### src/rtl/sr_pkg.sv
// Shared definitions for the SR latch command front end: FSM encoding and the
// default debounce length.
package sr_pkg;

  typedef enum logic [1:0] {
    ST_IDLE = 2'd0,
    ST_CMD  = 2'd1,
    ST_HOLD = 2'd2
  } state_t;

  localparam int DEB_CYCLES_DEF = 4;

endpackage

### src/rtl/sr_debounce_ch.sv
// One button channel: 2-FF synchroniser followed by a run-length debouncer
// that only accepts a new level after DEB_CYCLES unbroken matching samples.
module sr_debounce_ch
  import sr_pkg::*;
#(
  parameter int DEB_CYCLES = DEB_CYCLES_DEF
) (
  input  logic clk,
  input  logic rst,
  input  logic raw,
  output logic stable
);

  localparam int CW = $clog2(DEB_CYCLES);
  localparam logic [CW-1:0] CNT_LAST = CW'(DEB_CYCLES - 1);

  logic          sync1;
  logic          sync2;
  logic [CW-1:0] cnt;

  always_ff @(posedge clk) begin
    if (rst) begin
      sync1  <= 1'b0;
      sync2  <= 1'b0;
      stable <= 1'b0;
      cnt    <= '0;
    end else begin
      sync1 <= raw;
      sync2 <= sync1;
      // Any sample that agrees with the accepted level restarts the run.
      if (sync2 == stable) begin
        cnt <= '0;
      end else if (cnt == CNT_LAST) begin
        stable <= sync2;
        cnt    <= '0;
      end else begin
        cnt <= cnt + 1'b1;
      end
    end
  end

endmodule

### src/rtl/sr_cmd_debounce.sv
// Debounces raw set/clear buttons and issues one registered S/R/En command per
// press. Optional macro SR_CMD_SET_PRIO_EN turns a simultaneous press into a set.
//
//   state | meaning
//   IDLE  | waiting for exactly one debounced button to go high
//   CMD   | the single cycle in which S/R/En are presented to the latch
//   HOLD  | press consumed; wait for both buttons released
module sr_cmd_debounce
  import sr_pkg::*;
#(
  parameter int DEB_CYCLES = DEB_CYCLES_DEF
) (
  input  logic clk,
  input  logic rst,
  input  logic set_raw,
  input  logic clr_raw,
  output logic S,
  output logic R,
  output logic En,
  output logic cmd_drop
);

  logic   set_stable;
  logic   clr_stable;
  state_t state_q;
  state_t state_d;
  logic   s_d;
  logic   r_d;
  logic   en_d;
  logic   drop_d;

  sr_debounce_ch #(.DEB_CYCLES(DEB_CYCLES)) u_set_ch (
    .clk    (clk),
    .rst    (rst),
    .raw    (set_raw),
    .stable (set_stable)
  );

  sr_debounce_ch #(.DEB_CYCLES(DEB_CYCLES)) u_clr_ch (
    .clk    (clk),
    .rst    (rst),
    .raw    (clr_raw),
    .stable (clr_stable)
  );

  always_ff @(posedge clk) begin
    if (rst) begin
      state_q  <= ST_IDLE;
      S        <= 1'b0;
      R        <= 1'b0;
      En       <= 1'b0;
      cmd_drop <= 1'b0;
    end else begin
      state_q  <= state_d;
      S        <= s_d;
      R        <= r_d;
      En       <= en_d;
      cmd_drop <= drop_d;
    end
  end

  // Outputs are computed for the state being entered, so they are high
  // exactly while state_q == ST_CMD (or for one cycle on a dropped press).
  always_comb begin
    state_d = state_q;
    s_d     = 1'b0;
    r_d     = 1'b0;
    en_d    = 1'b0;
    drop_d  = 1'b0;
    case (state_q)
      ST_IDLE: begin
        if (set_stable ^ clr_stable) begin
          state_d = ST_CMD;
          s_d     = set_stable;
          r_d     = clr_stable;
          en_d    = 1'b1;
        end else if (set_stable && clr_stable) begin
`ifdef SR_CMD_SET_PRIO_EN
          state_d = ST_CMD;
          s_d     = 1'b1;
          en_d    = 1'b1;
`else
          state_d = ST_HOLD;
          drop_d  = 1'b1;
`endif
        end
      end
      ST_CMD: state_d = ST_HOLD;
      ST_HOLD: begin
        if (!set_stable && !clr_stable) state_d = ST_IDLE;
      end
      default: state_d = ST_IDLE;
    endcase
  end

endmodule

### config.mk
export PLATFORM = sky130hd
export DESIGN_NAME = sr_cmd_debounce
export DESIGN_NICKNAME = d
export VERILOG_FILES = /design/src/rtl/sr_pkg.sv /design/src/rtl/sr_debounce_ch.sv /design/src/rtl/sr_cmd_debounce.sv
export SDC_FILE = /design/constraint.sdc
export NUM_CORES = 1
export LEC_CHECK = 0
export BUFFER_PORTS_ARGS = -buffer_cell sky130_fd_sc_hd__buf_2
export CAP_MARGIN = 40
export CORE_AREA = 3 3 40 42
export DETAILED_ROUTE_END_ITERATION = 8
export DIE_AREA = 0 0 43 45
export PLACE_DENSITY = 0.6
export SYNTH_ARGS = -nofsm -noshare
export SYNTH_HDL_FRONTEND = slang
export SYNTH_SLANG_ARGS = --single-unit
### constraint.sdc
create_clock -name clk -period 2.9 [get_ports clk]
set_clock_uncertainty 0.05 [all_clocks]
set_input_delay 0.145 -clock clk [delete_from_list [all_inputs] [get_ports clk]]
set_output_delay 0.145 -clock clk [all_outputs]
set_load 0.02 [all_outputs]
### Yosys cells after proc, flatten, opt, wreduce, memory -nomap -nowiden

Index checks and enable logic that the tools add are counted.

* register bits after elaboration: 16
* output and inout port bits: 4
* logic and storage cells: 47

* $add $sub $neg: 2
* eq/ne operators: 8
* multiplexer cells: 6
* bitwise operators: 5
* reduce and logical (&&, ||, !) cells: 13

Operators with widths (count)
* OR reduction 3 bit: 4
* == test 2 bit, second input constant: 3
* two-way mux 2 bit: 3
* one-hot mux 2 bit (3 select lines): 1
* AND reduction 2 bit: 3
* adder 2 x 1 -> 2 bit, second input constant: 2
* inverter 1 bit: 4
* inequality test 3 bit, second input constant: 1
* == test 1 bit: 2
* == test 2 x 1 -> 1 bit, second input constant: 1
* logical AND 1 bit: 2
* logical NOT 1 bit: 2
* logical NOT 2 bit: 1
* two-way mux 1 bit: 2
* inequality test 2 bit, second input constant: 1
* OR reduction 2 bit: 1
* bitwise XOR 1 bit: 1

### Logic depth before layout (Yosys ltp)

* depth in word-level cells: 4
* gate-level depth with buffers: 4

### Modules after synthesis

A second synthesis with hierarchy kept.

* cell total of the unflattened synthesis: 47
* area, all modules: 586.8 um^2

By module, submodules not included
* sr_debounce_ch: times used 2, cells an instance 13, area each 168.9 um^2, seq. area each 100.1 um^2
* sr_cmd_debounce: times used 1, cells an instance 21, area each 249.0 um^2, seq. area each 120.1 um^2

### Least setup slack after synthesis

Ideal clock, no wire load.

* kind: reg-to-reg
* start point: register u_set_ch.stable
* end point: register state_q[1]
* arrival: 1.074 ns
* required time: 2.726 ns
* slack: 1.652 ns
* cell stages (with the launch flop): 5
* buffers on the path: 0
* period minus slack after synthesis: 1.248 ns
* path through: dfxtp_1 > inv_1 > ha_1 > nor2_1 > o311a_2

* cells in the longest elaborated chain, start to end: 4

RTL lines
* start: declaration: line sr_debounce_ch.sv:11 `output logic stable`
* start signal: assignment: line sr_debounce_ch.sv:34 `stable <= sync2;`
* logical NOT 1 bit: line sr_cmd_debounce.sv:90 `if (!set_stable && !clr_stable) state_d = ST_IDLE;`
* logical AND 1 bit: line sr_cmd_debounce.sv:90
* inequality test 2 bit (no source line)
* AND reduction 2 bit (no source line)
* end signal: assignment: line sr_cmd_debounce.sv:54 `state_q <= state_d;`
* end: declaration: line sr_cmd_debounce.sv:25 `state_t state_q;`

Parallel ways exist; a longest one is shown, timed or not.
A chain may end at the register's enable or synchronous reset.

### Worst setup path after layout

* start point: register u_clr_ch.stable
* end point: register R

* cells in the longest elaborated chain, start to end: 3

RTL lines
* start: declaration: line sr_debounce_ch.sv:11
* start signal: assignment: line sr_debounce_ch.sv:34
* bitwise XOR 1 bit: line sr_cmd_debounce.sv:72 `if (set_stable ^ clr_stable) begin`
* inverter 1 bit (no source line)
* OR reduction 3 bit (no source line)
* end signal: assignment: line sr_cmd_debounce.sv:56 `R <= r_d;`
* end: declaration: line sr_cmd_debounce.sv:18 `output logic R,`

Parallel ways exist; a longest one is shown, timed or not.

==> metrics.md <==
| Metric | Value |
|---|---|
| Run status | finished clean |
| Global Route Usage Sum | 0.0980 |
| Post-DRT Antenna Nets | 0 |
| Area growth from synthesis to layout | 13.5% |
| Worst-Margin Slew | 265 ps |
| Worst-path clk slew | 90 ps |
| CTS HTree Levels | 1 |
| Logic pwr share | 0.023 |
| Post-layout min period | 1350 ps |
| # DRC | 0 |
| Worst setup margin | 1550 ps |
| CTS Buffer Depth | 2 |
| Max_cap viols | 0 |
| Die ar. | 1940 sq um |
| Sw Share | 0.188 |
| Largest net degree at the start of global routing | 14 |
| Final Hold Viols | 0 |
| Final core occ | 0.517 |
| Flop pwr share | 0.600 |
| Crit-path slowest cell | dfxtp_1 |
| Dpl hpwl | 523 um |
| # hold bufs at CTS | 0 |
| Clock share of power | 0.377 |
| Leakage | 0.000288 uW |
| Tcrit/Tclk final | 0.464 |
| Setup tns final | 0 ps |
| CP Launch Point | u_clr_ch.stable |
| DR iter-0 viols | 2 |
| Clock Latency Late Sink | 270 ps |
| Vias in the first global route | 331 |
| Max Freq | 0.743 GHz |
| PD cells | 563 nW/um^2 |
| Initial antenna violation count | 0 |
| Antenna cells | 0 |
| # clock sinks | 16 |
| Peak VDD IR | 0.288 mV |
| First-pass GRT wire length | 1390 um |
| Final WL | 726 um |
| DR pass1 iterations | 2 |
| Routability cong. | 0.649 |
| Post-cts resize count | 0 |
| Setup crit end kind | flip-flop |
| Largest registers | state_q (2), u_clr_ch.cnt (2), u_set_ch.cnt (2) |
| Met2 Use GR | 0.144 |
| Final hold slack | 21.6 ps |
| Initial core utilization | 0.456 |
| Setup Fix Bufs, Post-CTS | 0 |
| Pins over their slew limit | 0 |
| WS Path Type | reg2reg |
| Wirelength per Cell | 9.95 um |
| Crit path cell chain | inv_1, ha_1, nor4b_4, and2_2 |
| Synth cell types | 16 |
| Critical Path Max Stage Delay | 420 ps |
| Slew HR | 0.823 |
| Most Crowded Layer GR | met2 |
| Syn nets | 57 |
| Synth Area per Inst | 12.2 sq um |
| Final setup vio count | 0 |
| Reg-to-reg endpoint | R |
| TritonCTS clock tree | yes |
| Worst hold path type | in2reg |
| Num CTS Buffers | 3 |
| Ratio of cells with drive above 1 in the final layout | 0.276 |
| WP data required | 3080 ps |
| Sequential fraction of the synthesis area | 0.547 |
| Post-synthesis cell area | 586 sq um |
| Placed Cells | 69 |
| Core area | 1280 sq um |
| IO buf count | 7 |
| Layout Cells excl Fill | 73 |
| Setup crit start kind | flip-flop |
| Worst endpoint data arrival time | 1520 ps |
| Via count | 336 |
| Most common cell after layout, fill and taps aside | dfxtp_1 |
| R2R Setup Slk | 1550 ps |
| Worst setup endpoint | R |
| Grt met3 use | 0.0279 |
| Io pins | 8 |
| Fillers | 117 |
| Vias per cell | 4.60 |
| Die X | 43 um |
| Met1 Track Usage GR | 0.123 |
| Commonest cells after routing, fill and taps aside | dfxtp_1 (16), buf_2 (7), ha_1 (5) |
| Int Power | 303 uW |
| #FFs+latches synth | 16 |
| Worst slack at placement | 1540 ps |
| CTS root buf | clkbuf_4 |
| RSZ-0062 raised after global routing | false |
| GRT Residual Overflow | 0 |
| Number of cells on the worst reg-to-reg path | 4 |
| Yosys warning count | 0 |
| Net Switching | 70.4 uW |
| Fin nets | 68 |
| Crit Path Max Fanout | 5 |
| Die Y | 45 um |
| Row count | 13 |
| FF-to-FF Start | u_clr_ch.stable |
| Synth Instances | 48 |
-- metrics by stage --
step / power, uW / instance area [sq um]
detailed placement: 238 / 628
global route: 392 / 664
CTS: 381 / 664
finish: 374 / 664
global placement: 238 / 628
floorplan: 236 / 586
-- synthesized netlist by cell type --
library cell | n | area (sq um)
and2_2 | 2 | 15.0
nor2b_1 | 4 | 25.0
nor4_1 | 3 | 18.8
nor4b_4 | 1 | 23.8
nand2b_1 | 1 | 6.26
nor2_1 | 3 | 11.3
dfxtp_1 | 16 | 320
o21ai_0 | 1 | 5.00
and2b_2 | 1 | 8.76
xnor2_1 | 2 | 17.5
o311a_2 | 1 | 11.3
inv_1 | 3 | 11.3
nor4b_1 | 2 | 17.5
buf_6 | 1 | 11.3
mux2i_1 | 2 | 20.0
ha_1 | 5 | 62.6
-- per-layer routing --
layer,vias to the layer above,share of wire
li1,180,-
met1,144,0.51
met2,10,0.39
met3,2,0.080
met4,0,0.011
met5,-,0
-- kinds of logic after synthesis --
group	count (synthesis)	share of synthesized area
adders and majority gates	5	0.107
DFF	16	0.547
xor gates and xnor gates	2	0.0299
muxes	2	0.0342
buffers and inverters	4	0.0385
and+or+nand+nor	17	0.216
AOI/OAI and AO/OA	2	0.0278
-- critical path, delay by kind of cell, from the launching register on --
kind	cells	cell delay, ps
simple gates	2	430
flops	1	420
fa+ha+maj	1	310
buf+inv	1	90
-- layout make-up --
| cell class | count | area (sq um) | share of cell area |
|---|---|---|---|
| multi-input cells | 28 | 243 | 0.365 |
| inverters | 3 | 11.3 | 0.0169 |
| well taps | 15 | 18.8 | 0.0282 |
| clock buffers | 4 | 36.3 | 0.0546 |
| flip-flops and latches | 16 | 320 | 0.482 |
| repair buffers | 7 | 35.0 | 0.0527 |
-- how the worst min path moves through the flow --
stage            start        endpoint  cells after the start
4_1_cts        set_raw  u_set_ch.sync1                      2
5_1_grt        set_raw  u_set_ch.sync1                      2
6_report       set_raw  u_set_ch.sync1                      2
2_1_floorplan      rst  u_set_ch.sync1                      1
3_3_place_gp   clr_raw  u_clr_ch.sync1                      2
3_5_place_dp   set_raw  u_set_ch.sync1                      2
-- power by group through the flow --
| stage | combinational [uW] | clock [uW] | sequential (uW) |
|---|---|---|---|
| finish | 8.78 | 141 | 224 |
| global placement | 8.79 | 0 | 229 |
| global route | 10.4 | 157 | 225 |
| floorplan | 6.67 | 0 | 229 |
| CTS | 8.98 | 148 | 224 |
| detailed placement | 8.97 | 0 | 229 |
Note: power is estimated with default switching activity, not from simulation.
